==> config.mk <==
export PLATFORM = sky130hd
export DESIGN_NAME = mem_arbiter
export DESIGN_NICKNAME = d
export VERILOG_FILES = /design/src/rtl/mem_arbiter.sv
export SDC_FILE = /design/constraint.sdc
export NUM_CORES = 1
export LEC_CHECK = 0
export BUFFER_PORTS_ARGS = -buffer_cell sky130_fd_sc_hd__buf_4
export CORE_MARGIN = 2
export CORE_UTILIZATION = 30
export DETAILED_ROUTE_END_ITERATION = 8
export REMOVE_ABC_BUFFERS = 1
export SETUP_SLACK_MARGIN = 0.5
export SYNTH_ARGS = -nofsm -noshare
export SYNTH_HDL_FRONTEND = slang
export SYNTH_SLANG_ARGS = --single-unit
==> constraint.sdc <==
create_clock -name clk -period 1.7 [get_ports clk]
set_input_delay 0.255 -clock clk [delete_from_list [all_inputs] [get_ports clk]]
set_output_delay 0.255 -clock clk [all_outputs]
set_load 0.01 [all_outputs]
==> src/rtl/mem_arbiter.sv <==
// Two-requester main-memory arbiter: I/D block fills and D write-through stores,
// with a fixed-latency read return pipeline tagging each word with its block offset.
module mem_arbiter #(
    parameter int unsigned LATENCY = 4
) (
    input  logic        clk,
    input  logic        rst_n,
    input  logic        i_req,
    input  logic [15:0] i_addr,
    input  logic        d_req,
    input  logic        d_wr,
    input  logic [15:0] d_addr,
    input  logic [15:0] d_wdata,
    output logic        i_grant,
    output logic        d_grant,
    output logic        fill_valid,
    output logic        fill_dst,
    output logic [2:0]  fill_offset,
    output logic [15:0] fill_data,
    output logic        i_done,
    output logic        d_done,
    output logic        mem_enable,
    output logic        mem_wr,
    output logic [15:0] mem_addr,
    output logic [15:0] mem_wdata,
    input  logic [15:0] mem_rdata,
    output logic        busy
);

    typedef enum logic [1:0] {IDLE, ISSUE, DRAIN, WRITE} state_t;

    state_t      state, state_nxt;
    logic        owner;      // 1 = D side
    logic        prio;       // 1 = D side holds priority
    logic [15:0] addr_q;
    logic [15:0] wdata_q;
    logic [2:0]  cnt;
    logic        issue;
    logic        pick_d;
    logic [15:0] sel_addr;

    logic [LATENCY-1:0] pv;
    logic [2:0]         po [LATENCY];

    assign busy        = (state != IDLE);
    assign fill_valid  = pv[LATENCY-1];
    assign fill_dst    = fill_valid & owner;
    assign fill_offset = fill_valid ? po[LATENCY-1] : '0;
    assign fill_data   = fill_valid ? mem_rdata : '0;

    always_comb begin
        state_nxt  = state;
        i_grant    = 1'b0;
        d_grant    = 1'b0;
        i_done     = 1'b0;
        d_done     = 1'b0;
        mem_enable = 1'b0;
        mem_wr     = 1'b0;
        mem_addr   = '0;
        mem_wdata  = '0;
        issue      = 1'b0;
        pick_d     = d_req && (!i_req || prio);
        sel_addr   = pick_d ? d_addr : i_addr;

        case (state)
            IDLE: begin
                // grants are combinational, so hold them off while reset is asserted
                if (rst_n && (i_req || d_req)) begin
                    i_grant   = !pick_d;
                    d_grant   = pick_d;
                    state_nxt = (pick_d && d_wr) ? WRITE : ISSUE;
                end
            end
            ISSUE: begin
                mem_enable = 1'b1;
                mem_addr   = {addr_q[15:4], cnt, 1'b0};
                issue      = 1'b1;
                if (cnt == 3'd7) state_nxt = DRAIN;
            end
            DRAIN: begin
                if (fill_valid && (fill_offset == 3'd7)) begin
                    i_done    = !owner;
                    d_done    = owner;
                    state_nxt = IDLE;
                end
            end
            WRITE: begin
                mem_enable = 1'b1;
                mem_wr     = 1'b1;
                mem_addr   = addr_q;
                mem_wdata  = wdata_q;
                d_done     = 1'b1;
                state_nxt  = IDLE;
            end
            default: state_nxt = IDLE;
        endcase
    end

    always_ff @(posedge clk or negedge rst_n) begin
        if (!rst_n) begin
            state   <= IDLE;
            owner   <= 1'b0;
            prio    <= 1'b1;
            addr_q  <= '0;
            wdata_q <= '0;
            cnt     <= '0;
            pv      <= '0;
            for (int unsigned i = 0; i < LATENCY; i++) po[i] <= '0;
        end else begin
            state <= state_nxt;
            if (i_grant || d_grant) begin
                owner   <= d_grant;
                addr_q  <= sel_addr & 16'hFFFE;
                wdata_q <= d_wdata;
                cnt     <= '0;
            end else if (issue) begin
                cnt <= cnt + 3'd1;
            end
            if (i_done || d_done) prio <= ~owner;
            // one stage per cycle of memory latency; stage LATENCY-1 lines up with mem_rdata
            pv[0] <= issue;
            po[0] <= cnt;
            for (int unsigned i = 1; i < LATENCY; i++) begin
                pv[i] <= pv[i-1];
                po[i] <= po[i-1];
            end
        end
    end

endmodule

== After elaboration in Yosys (flattened, before gate mapping) ==
Cells that the tools add are included.
Storage, ports and cells
  input port bits: 69
  flip-flop bits (word level): 54
Cells by class
  add/sub/neg operators: 1
  reduce and logical (&&, ||, !) cells: 16
  muxes and demuxes: 23
  eq/ne operators: 8
  bitwise operators: 2
Operators by type and width (count)
  $mux 16: 3
  $pmux 16 s2: 1
  $mux 1: 10
  $mux 3: 3
  $mux 2: 4
  $pmux 2 s4: 1
  $eq 3x3->1 const B: 2
  $ne 2x2->1 const B: 3
  $eq 2x2->1 const B: 2
  $logic_and 1x1->1: 4
  $logic_or 1x1->1: 4
  $reduce_bool 2->1: 2
  $add 3x1->3 const B: 1
  $logic_not 1->1: 3
  $reduce_and 3->1: 1
  $eq 2x1->1 const B: 1
  $logic_not 2->1: 1
  $pmux 1 s2: 1
  $reduce_or 2->1: 1
  $and 1x1->1: 1
  $not 1->1: 1

== Depth between registers and ports, before layout ==
  word-level depth: 8
  depth in mapped cells: 8

== Worst setup path after synthesis ==
OpenSTA, ideal clock, no wires.
  path type: reg2out
  from: reg state[1]
  to: out i_grant
  data required time: 1.445 ns
  setup slack: -0.061 ns
  cell stages (with the launch flop): 8
  arrival time: 1.506 ns
  cell sequence: dfrtp_1 buf_2 nor3b_4 and2_4 buf_6 buf_6 buf_6 o21a_1
On the way
  word-level cells in the longest chain between the ends: 2
Ends and longest elaborated chain
  start, declared: line 32  | state_t state, state_nxt;
  start signal, assigned: line 110  | state <= state_nxt;
  $logic_not 2->1: line 65  | case (state)
  $mux 1: line 65
  end, declared: line 14  | output logic i_grant,
Every way passes these cells.

== Worst setup path in the final report ==
  from: reg state[0]
  to: out i_grant
The elaborated chain is that of the path after synthesis.

==> flow_summary.json <==
{
  "cpMaxStageDelayCell": "dfrtp_2",
  "status": "completed",
  "seqPwrFrac_pct": 34.7,
  "cts.sinks": 54,
  "synth_seq_cells": 54,
  "ir_worst_vdd_mv": 0.615,
  "ys_seq_area_share_pct": 51.1,
  "ys_warn_count": 0,
  "routed_wl_um": 7060,
  "synth_top_family_by_area": "simple AND/OR/NAND/NOR gates",
  "yosys.area_share.adder_pct": 0.946,
  "r2r_cells": 4,
  "finalClockSkew_ps": 2.13,
  "num_vias": 2288,
  "grt_overflow_total": 0,
  "grt_max_degree": 55,
  "dp_hpwl_um": 4820,
  "yosysUniqueCellTypes": 32,
  "worst_pin_slew_ps": 692,
  "ctsHoldBuffers": 0,
  "fin_crit_sh_pct": 97.7,
  "crit_arrival_ps": 1410,
  "placed_cells": 465,
  "ios": 129,
  "avgSynthCellArea_um2": 10.9,
  "final_hold_viol_count": 0,
  "drt-initial-drc-count": 88,
  "htreeDepth": 2,
  "fin_crit_ps": 1660,
  "required_ps": 1440,
  "dp_slack_ps": -58.6,
  "die-area_mm2": 0.00959,
  "die_x_um": 97.9,
  "setup_viol": 0,
  "cts_tree": "done",
  "synthArstFlopShare_pct": 100,
  "synth-simple-area-share_pct": 20.9,
  "io_buffer_count": 125,
  "viasPerCell": 4.78,
  "reg2reg_to": "wdata_q[1]",
  "wl_per_cell_um": 14.7,
  "cts.path.max_buffers": 2,
  "syn-instance-count": 243,
  "drv_cap": 0,
  "min-delay-path-class": "input pin to async pin",
  "fillCellCount": 828,
  "netSwitchingFraction_pct": 33.5,
  "combPwrFrac_pct": 54.9,
  "timing.rr.start": "state[0]",
  "p_clk_share_pct": 10.4,
  "clk_pin_slew_ps": 90,
  "chipHeight_um": 97.9,
  "path_cells": "nor3b_4, and2_4, o21a_1, buf_4",
  "cts-root-buf": "clkbuf_8",
  "synth_xor_area_share_pct": 0.331,
  "r2r_setup_slack_ps": 60,
  "fin_ws_ps": 39.0,
  "fin_tns_setup_ps": 0,
  "fmax_mhz": 602,
  "synth_flop_cell": "dfrtp_1",
  "antenna_found_initial": 0,
  "synth_compound_area_share_pct": 11.1,
  "synth.area.mux_share_pct": 9.74,
  "worstPathMaxFanout": 3,
  "insertedDiodeCount": 0,
  "drv_slew": 0,
  "critical_path_class": "flop to primary output",
  "instances_no_fill": 479,
  "syn-cell-area_mm2": 0.00265,
  "intPower_uw": 4360,
  "rows": 34,
  "first_pass_iters": 4,
  "rsz0062_at_grt": "true",
  "globalRouteTotalUtil_pct": 13.9,
  "drive_above_1_share_pct": 56.9,
  "synth_edf_count": 0,
  "power_density_mw_per_mm2": 1600,
  "start_util_pct": 30.6,
  "worstSetupStartpointType": "flop",
  "cpPeakStageDelay_ps": 450,
  "nets": 442,
  "insertion_delay_ps": 300,
  "end_kind": "primary output",
  "core_mm2": 0.00864,
  "ant_nets": 0,
  "drcViolationCount": 0,
  "power.switching_uw": 2200,
  "cts_buffers": 5,
  "syn_to_final_growth_pct": 54.6,
  "p_leak_uw": 0.00201,
  "relSlewSlack_pct": 53.9,
  "gp_congestion": 0.765,
  "grt_pass1_vias": 2179,
  "grt_pass1_wl_um": 10800
}
## logic make-up (layout without fill, tap and decap cells)
| group | after synthesis | after routing |
|---|---|---|
| AND/OR/NAND/NOR | 85 | 85 |
| flip-flops | 54 | 54 |
| AO/OA/AOI/OAI | 53 | 53 |
| buffers and inverters | 27 | 155 |
| multiplexers | 20 | 20 |
| adder cells (fa/ha/maj) | 2 | 2 |
| other | 1 | 1 |
| XOR/XNOR | 1 | 1 |
## power groups by stage
stage	Combinational [µW]	Sequential (µW)	Clock, µW
2_1_floorplan	1460	2290	0
3_3_place_gp	2850	2220	0
3_5_place_dp	2860	2250	0
4_1_cts	2950	2240	715
5_1_grt	3880	2360	764
6_report	3600	2280	683
## sequential cells by signal, indices dropped and copies added (netlist names)
signal / count
owner: 1
addr_q: 15
prio: 1
cnt: 3
wdata_q: 16
state: 2
po: 12
pv: 4
## cell usage in the layout (no fill, tap or decap), types with 2 or more instances in the layout
cell,synthesis,layout
a21oi_1,16,15
a31oi_1,15,15
and2_4,1,33
and3_1,17,17
buf_4,1,102
buf_6,6,41
clkbuf_8,0,5
dfrtp_1,53,51
dfrtp_2,0,2
ha_1,2,2
inv_1,3,3
mux2_2,6,6
mux2_4,10,10
mux2i_1,4,4
nand2_1,5,5
nand3b_1,15,15
nor2b_1,5,4
o21ai_0,19,18
## layout make-up
cell class	count	area (µm²)	area share [%]
clock buffers	6	72.6	1.77
well taps	108	135	3.30
clock inverters	1	7.51	0.183
multi-input cells	162	1250	30.5
repair buffers	145	1260	30.9
inverters	3	11.3	0.275
flip-flops and latches	54	1360	33.1
## worst max-delay path by stage
stage / from / endpoint / slack [ps] / cells after the start
6_report: state[0] / i_grant / 40 / 4
5_1_grt: state[1] / i_grant / -10 / 4
4_1_cts: state[1] / i_grant / 30 / 4
3_5_place_dp: i_req / state[1] / -60 / 5
3_3_place_gp: i_req / state[1] / -40 / 5
2_1_floorplan: state[0] / wdata_q[0] / -430 / 3
## critical path: cells and delay by family (launching register included)
family                 cells  cell delay (ps)
AND/OR/NAND/NOR            2              410
flip-flops                 1              450
AO/OA/AOI/OAI              1              130
buffers and inverters      1              120
## what timing repair did
item,in CTS,in global routing
buffers inserted,2,3
gates cloned,0,2
pin swaps,2,14
resized for setup,10,82
setup endpoints to repair,96,96
## through the flow
stage | util (%) | instance area, µm² | total power, µW | hold slack [ps]
finish | 47.4 | 4090 | 6560 | 80.5
global route | 47.4 | 4090 | 7010 | 146
CTS | 44.1 | 3800 | 5900 | 112
detailed placement | 42.6 | 3680 | 5110 | 335
global placement | 42.6 | 3680 | 5070 | 333
floorplan | - | 2510 | 3750 | -40.6
## synthesized netlist by cell type, drive strengths merged (2+ instances only)
cell	n	area, µm²
mux2	16	218
nor2b	5	31.3
nand2	5	18.8
clkbuf	16	60.1
and2	34	215
nor2	2	7.51
o21ai	19	95.1
a21oi	16	80.1
mux2i	4	40.0
or2	2	12.5
nand3b	15	113
and3	17	106
dfrtp	53	1330
a31oi	15	93.8
ha	2	25.0
buf	8	80.1
nor3b	3	33.8
inv	3	11.3
## layer usage
metal	share of wire, %	track usage (%)	up-vias
li1	-	-	1090
met1	44	18.3	1088
met2	48	22.6	104
met3	7.5	3.15	6
met4	1.1	4.59	0
met5	0	0	-
Power figures use the tool's default switching activity.
